--- src/rtl/regfile_pkg.sv ---
// rtl/regfile_pkg.sv - shared constants and types for the multi-port register file
package regfile_pkg;

    localparam int RF_DATA_WIDTH = 18;
    localparam int RF_ADDR_WIDTH = 4;
    localparam int RF_MAX_RD     = 4;

    typedef logic [RF_DATA_WIDTH-1:0] rfData_t;
    typedef logic [RF_ADDR_WIDTH-1:0] rfAddr_t;

endpackage

--- src/rtl/regfile_mp_if.sv ---
// rtl/regfile_mp_if.sv - read/write port bundle between decode/writeback and the register file
interface regfile_mp_if
    import regfile_pkg::*;
#(
    parameter int DATA_WIDTH = RF_DATA_WIDTH,
    parameter int ADDR_WIDTH = RF_ADDR_WIDTH,
    parameter int NUM_RD     = 2
);

    logic [NUM_RD-1:0]            RdEn;
    logic [NUM_RD*ADDR_WIDTH-1:0] RdAddr;
    logic [NUM_RD*DATA_WIDTH-1:0] RdData;
    logic [NUM_RD-1:0]            RdValid;
    logic                         WrEn0;
    logic                         WrEn1;
    logic [ADDR_WIDTH-1:0]        WrAddr0;
    logic [ADDR_WIDTH-1:0]        WrAddr1;
    logic [DATA_WIDTH-1:0]        WrData0;
    logic [DATA_WIDTH-1:0]        WrData1;

    modport master (
        output RdEn, RdAddr, WrEn0, WrEn1, WrAddr0, WrAddr1, WrData0, WrData1,
        input  RdData, RdValid
    );

    modport slave (
        input  RdEn, RdAddr, WrEn0, WrEn1, WrAddr0, WrAddr1, WrData0, WrData1,
        output RdData, RdValid
    );

endinterface

--- src/rtl/regfile_rd_port.sv ---
// rtl/regfile_rd_port.sv - one registered read port with bypass and hardwired-zero handling
module regfile_rd_port
    import regfile_pkg::*;
#(
    parameter int DATA_WIDTH = RF_DATA_WIDTH,
    parameter int ADDR_WIDTH = RF_ADDR_WIDTH,
    parameter bit ZERO_REG   = 1'b0,
    parameter bit BYPASS     = 1'b1
) (
    input  logic                                       Clk,
    input  logic                                       Rst,
    input  logic [2**ADDR_WIDTH-1:0][DATA_WIDTH-1:0]   regs,
    input  logic                                       rdEn,
    input  logic [ADDR_WIDTH-1:0]                      rdAddr,
    input  logic                                       wrEn0,
    input  logic [ADDR_WIDTH-1:0]                      wrAddr0,
    input  logic [DATA_WIDTH-1:0]                      wrData0,
    input  logic                                       wrEn1,
    input  logic [ADDR_WIDTH-1:0]                      wrAddr1,
    input  logic [DATA_WIDTH-1:0]                      wrData1,
    output logic [DATA_WIDTH-1:0]                      rdData,
    output logic                                       rdValid
);

    logic [DATA_WIDTH-1:0] nextData;

    // Port 1 is checked first so bypass agrees with the write-collision winner.
    always_comb begin
        nextData = regs[rdAddr];
        if (BYPASS && wrEn1 && (wrAddr1 == rdAddr)) begin
            nextData = wrData1;
        end else if (BYPASS && wrEn0 && (wrAddr0 == rdAddr)) begin
            nextData = wrData0;
        end
        if (ZERO_REG && (rdAddr == '0)) begin
            nextData = '0;
        end
    end

    always_ff @(posedge Clk or posedge Rst) begin
        if (Rst) begin
            rdData  <= '0;
            rdValid <= 1'b0;
        end else begin
            rdValid <= rdEn;
            if (rdEn) begin
                rdData <= nextData;
            end
        end
    end

endmodule

--- src/rtl/regfile_mp.sv ---
// rtl/regfile_mp.sv - parametrised register file with two write ports and NUM_RD registered read ports
module regfile_mp
    import regfile_pkg::*;
#(
    parameter int DATA_WIDTH = RF_DATA_WIDTH,
    parameter int ADDR_WIDTH = RF_ADDR_WIDTH,
    parameter int NUM_RD     = 2,
    parameter bit ZERO_REG   = 1'b0,
    parameter bit BYPASS     = 1'b1
) (
    input logic         Clk,
    input logic         Rst,
    regfile_mp_if.slave rf
);

    localparam int DEPTH = 2**ADDR_WIDTH;

    logic [DEPTH-1:0][DATA_WIDTH-1:0]  regs;
    logic [DEPTH-1:0]                  wrSel0;
    logic [DEPTH-1:0]                  wrSel1;
    logic                              wrOk0;
    logic                              wrOk1;
    logic [NUM_RD-1:0][DATA_WIDTH-1:0] rdDataArr;
    logic [NUM_RD-1:0]                 rdValidArr;

    assign wrOk0 = rf.WrEn0 && !(ZERO_REG && (rf.WrAddr0 == '0));
    assign wrOk1 = rf.WrEn1 && !(ZERO_REG && (rf.WrAddr1 == '0));

    always_comb begin
        wrSel0 = '0;
        wrSel1 = '0;
        if (wrOk0) begin
            wrSel0[rf.WrAddr0] = 1'b1;
        end
        if (wrOk1) begin
            wrSel1[rf.WrAddr1] = 1'b1;
        end
    end

    always_ff @(posedge Clk or posedge Rst) begin
        if (Rst) begin
            regs <= '0;
        end else begin
            for (int i = 0; i < DEPTH; i++) begin
                if (wrSel1[i]) begin
                    regs[i] <= rf.WrData1;
                end else if (wrSel0[i]) begin
                    regs[i] <= rf.WrData0;
                end
            end
        end
    end

    for (genvar g = 0; g < NUM_RD; g++) begin : gRd
        regfile_rd_port #(
            .DATA_WIDTH (DATA_WIDTH),
            .ADDR_WIDTH (ADDR_WIDTH),
            .ZERO_REG   (ZERO_REG),
            .BYPASS     (BYPASS)
        ) uPort (
            .Clk     (Clk),
            .Rst     (Rst),
            .regs    (regs),
            .rdEn    (rf.RdEn[g]),
            .rdAddr  (rf.RdAddr[g*ADDR_WIDTH +: ADDR_WIDTH]),
            .wrEn0   (wrOk0),
            .wrAddr0 (rf.WrAddr0),
            .wrData0 (rf.WrData0),
            .wrEn1   (wrOk1),
            .wrAddr1 (rf.WrAddr1),
            .wrData1 (rf.WrData1),
            .rdData  (rdDataArr[g]),
            .rdValid (rdValidArr[g])
        );
    end

    assign rf.RdData  = rdDataArr;
    assign rf.RdValid = rdValidArr;

endmodule
--- src/flat_wrapper.sv ---
// flat-port wrapper written by rule: the top's interface ports become plain ports
module regfile_mp_flat import regfile_pkg::*;
#(
    parameter int DATA_WIDTH = RF_DATA_WIDTH,
    parameter int ADDR_WIDTH = RF_ADDR_WIDTH,
    parameter int NUM_RD     = 2,
    parameter bit ZERO_REG   = 1'b0,
    parameter bit BYPASS     = 1'b1
)
  (Clk, Rst, rf_RdEn, rf_RdAddr, rf_WrEn0, rf_WrEn1, rf_WrAddr0, rf_WrAddr1, rf_WrData0, rf_WrData1, rf_RdData, rf_RdValid);
  regfile_mp_if #(.DATA_WIDTH(DATA_WIDTH), .ADDR_WIDTH(ADDR_WIDTH), .NUM_RD(NUM_RD)) rf_i ();
  input logic Clk;
  input logic Rst;
  input wire logic [$bits(rf_i.RdEn)-1:0] rf_RdEn;
  input wire logic [$bits(rf_i.RdAddr)-1:0] rf_RdAddr;
  input wire logic [$bits(rf_i.WrEn0)-1:0] rf_WrEn0;
  input wire logic [$bits(rf_i.WrEn1)-1:0] rf_WrEn1;
  input wire logic [$bits(rf_i.WrAddr0)-1:0] rf_WrAddr0;
  input wire logic [$bits(rf_i.WrAddr1)-1:0] rf_WrAddr1;
  input wire logic [$bits(rf_i.WrData0)-1:0] rf_WrData0;
  input wire logic [$bits(rf_i.WrData1)-1:0] rf_WrData1;
  output wire logic [$bits(rf_i.RdData)-1:0] rf_RdData;
  output wire logic [$bits(rf_i.RdValid)-1:0] rf_RdValid;
  assign rf_i.RdEn = rf_RdEn;
  assign rf_i.RdAddr = rf_RdAddr;
  assign rf_i.WrEn0 = rf_WrEn0;
  assign rf_i.WrEn1 = rf_WrEn1;
  assign rf_i.WrAddr0 = rf_WrAddr0;
  assign rf_i.WrAddr1 = rf_WrAddr1;
  assign rf_i.WrData0 = rf_WrData0;
  assign rf_i.WrData1 = rf_WrData1;
  assign rf_RdData = rf_i.RdData;
  assign rf_RdValid = rf_i.RdValid;
  regfile_mp #(.DATA_WIDTH(DATA_WIDTH), .ADDR_WIDTH(ADDR_WIDTH), .NUM_RD(NUM_RD), .ZERO_REG(ZERO_REG), .BYPASS(BYPASS)) u_core (.Clk(Clk), .Rst(Rst), .rf(rf_i));
endmodule
--- config.mk ---
export PLATFORM = sky130hd
export DESIGN_NAME = regfile_mp_flat
export DESIGN_NICKNAME = d
export VERILOG_FILES = /design/src/rtl/regfile_pkg.sv /design/src/rtl/regfile_mp_if.sv /design/src/rtl/regfile_rd_port.sv /design/src/rtl/regfile_mp.sv /design/src/flat_wrapper.sv
export SDC_FILE = /design/constraint.sdc
export NUM_CORES = 1
export LEC_CHECK = 0
export CORE_ASPECT_RATIO = 0.5
export CORE_MARGIN = 8
export CORE_UTILIZATION = 61
export CTS_BUF_LIST = sky130_fd_sc_hd__clkbuf_4 sky130_fd_sc_hd__clkbuf_8 sky130_fd_sc_hd__clkbuf_16
export DETAILED_ROUTE_END_ITERATION = 10
export PLACE_DENSITY = 0.8
export SLEW_MARGIN = 20
export SYNTH_ARGS = -nofsm -noshare
export SYNTH_HDL_FRONTEND = slang
export SYNTH_SLANG_ARGS = --single-unit
--- constraint.sdc ---
create_clock -name Clk -period 22.7 [get_ports Clk]
set_input_delay 2.27 -clock Clk [delete_from_list [all_inputs] [get_ports Clk]]
set_output_delay 2.27 -clock Clk [all_outputs]
set_load 0.01 [all_outputs]
==> run_results.csv <==
group,metric,value,unit
yosys,yosys_register_bits,326,
clocking,cts_tree,"yes",
die,core,32900,um2
yosys,synth.yosys.seq_area_share,0.403,
clocking,cts_num_sinks,326,
layout,design_area,22100,um2
yosys,synthMuxAreaShare,0.303,
yosys,synth_top_area_cell,"dfrtp_1",
clocking,cts_root_buf,"clkbuf_16",
yosys,syn-instance-count,1919,
timing,fin_crit_sh,0.229,
drt,wire_per_inst,28.8,um
layout,fin_util,0.671,
die,fp.dieArea,39600,um2
pwr,power_density,85.4,nW/um2
layout,fill_cells,2364,
timing,max_freq,0.193,GHz
yosys,synth_compound_area_frac,0.131,
die,row_count,47,
global_route,grt_usage,0.335,
clocking,cts_made_buffers,31,
yosys,synth_top_family_by_area,"multiplexers",
layout,layout-drive-gt1-share,0.151,
timing,hold_violations,0,
global_route,grt-ovfl-total,0,
timing,drv_slew,0,
timing,finalSetupTns,0,ns
yosys,synthArstFlopShare,1.00,
timing,fin_ws,17.51,ns
setup_path,cp-start-kind,"primary input",
setup_path,crit_required,23.14,ns
timing,skew,0.0185,ns
die,io_pins,96,
drt,vias_per_cell,7.12,
layout,layout.nets,1921,
setup_path,crit_fanout,20,
drt,drc,0,
global_route,grt_pass1_vias,16485,
drt,drt-total-wl,67.0,mm
setup_path,arrival,5.63,ns
drt,detail-route-antenna-nets,0,
clocking,post_cts_buffers,0,
clocking,cts_hold_buf,0,
outcome,status,"complete, no violations",
global_route,antenna_found_initial,8,
placement,pre_cts_slack,17.03,ns
setup_path,crit_type,"primary input to register",
yosys,avgSynthCellArea,10.5,um2
yosys,ys_types,43,
die,die_x,273,um
yosys,synth_top_area_share,0.403,
layout,multi_input_area,10900,um2
yosys,synthSimpleGateAreaFrac,0.0970,
timing,min_period,5.19,ns
setup_path,cp-end-kind,"register",
yosys,synth-xor-area-share,0.00693,
layout,seq_area,8160,um2
clocking,clockBufferDepth,3,
die,die_h,145,um
clocking,clk_latency,0.59,ns
drt,firstDrtPassIters,6,
timing,tightest_slew,1.26,ns
die,start_util,0.615,
timing,rsz0062_at_grt,"no",
yosys,yosys-top-cells-area,"dfrtp_1 (40%), mux4_2 (16%), mux2i_1 (14%), a21oi_1 (4.5%), nor2_1 (4.1%)",
pwr,vdd_drop_max,0.0000657,V
timing,max-slew-margin-rel,0.163,
global_route,grt_pass1_wl,100,mm
placement,placed_area,21000,um2
hold_path,holdCritPathClass,"register to register",
yosys,synth_enable_flop_cells,0,
clocking,htreeDepth,1,
flow_run,max_cap_violations,0,
drt,vias,16566,
yosys,synthesis.area,20200,um2
placement,portBuffers,95,
global_route,grt_max_degree,141,
yosys,synth_adder_area_share,0,
clocking,cts_resized,0,
drt,first_iter_violations,2312,
yosys,yosysWarnings,0,
yosys,synth_ff_type,"dfrtp_1",
clocking,cts.clk_slew.worst_paths,0.06,ns
pwr,leakagePower,9.05,nW
timing,setup_viol,0,
placement,dpl.hpwl,40.5,mm
yosys,syn-num-nets,1977,
placement,gp_congestion,0.893,
layout,synthToLayoutAreaGrowth,9.12,%
worst max-delay path: stages:
cell and delay (ns):
clkdlybuf4s50_1 0.92, xor2_1 0.15, nor3_1 0.17, nand3_1 0.74, and3_1 0.87, a221o_1 0.50
synth_stat cells, types with 9 or more instances:
cell type    n
dfrtp_1    326
mux2i_1    288
nor2_1     220
a21oi_1    180
nand2_1    172
mux4_2     144
clkbuf_1   121
o21ai_0    108
a22oi_1     72
buf_2       36
buf_4       32
buf_1       28
inv_1       21
nor3_1      21
a211oi_1    18
a221o_1     18
o22ai_1     18
a2111oi_2   12
xor2_1      12
buf_6        9
flip-flops by register name, indices dropped and copies added (netlist names):
name	cells
u_core.gRd.uPort.rdData	36
u_core.gRd.uPort.rdValid	2
u_core.regs	288
routing by layer:
layer,vias to the layer above,part of all wire,global-route usage
met1,8118,0.36,0.423
met5,-,0.00069,0
met4,8,0.056,0.187
met2,1280,0.44,0.511
li1,6885,-,-
met3,275,0.14,0.112
power breakdown:
group	leakage [nW]	internal, W	switching, W	total, W
registers	3.86	0.000729	0.000132	0.000860
clock network	0.513	0.000302	0.000226	0.000528
logic	4.68	0.000271	0.000225	0.000496
area by class of cell:
type / count / share of cell area
diodes: 3 / 0.000340
clock buffers: 49 / 0.0441
clock inverters: 3 / 0.00181
inverters: 21 / 0.00391
multi-input cells: 1343 / 0.495
flip-flops and latches: 326 / 0.370
well taps: 441 / 0.0250
repair buffers: 140 / 0.0597
path summary, 6_finish.rpt:
path / from / to / slack (ns) / cells after the start
worst max-delay path: rf_WrAddr1[0] / u_core.gRd[1].uPort.rdData[12] / 17.51 / 6
worst min-delay path: u_core.gRd[0].uPort.rdData[15] / u_core.gRd[0].uPort.rdData[15] / 0.58 / 2
worst max register to register: u_core.regs[58] / u_core.gRd[0].uPort.rdData[4] / 20.87 / 5
worst min register to register: u_core.gRd[0].uPort.rdData[15] / u_core.gRd[0].uPort.rdData[15] / 0.58 / 2
max in group asynchronous: Rst / u_core.regs[155] / 19.04 / 4
min in group asynchronous: Rst / u_core.regs[92] / 2.06 / 2
stage by stage:
stage          instances  total power, W  hold slack (ns)
4_1_cts             2321         0.00187            0.570
2_1_floorplan       1919         0.00118            0.544
6_report            2326         0.00188            0.577
3_3_place_gp        2269         0.00131            0.562
3_5_place_dp        2269         0.00135            0.562
5_1_grt             2325         0.00196            0.614
layout by cell type, fill, tap and decap left out, drive strengths merged, types with 21 or more instances in the layout:
cell / instances
inv: 21
a21oi: 180
nand2: 172
o21ai: 108
buf: 50
mux2i: 288
nor3: 22
dfrtp: 326
clkbuf: 49
mux4: 144
clkdlybuf4s50: 90
nor2: 229
a22oi: 72
logic make-up (layout without fill, tap and decap cells):
family,Yosys count,after routing
simple gates,462,462
xor+xnor,16,16
other cells,0,3
compound gates,433,433
mux,432,432
flops,326,326
buf+inv,250,213
(Power assumes the default switching activity.)
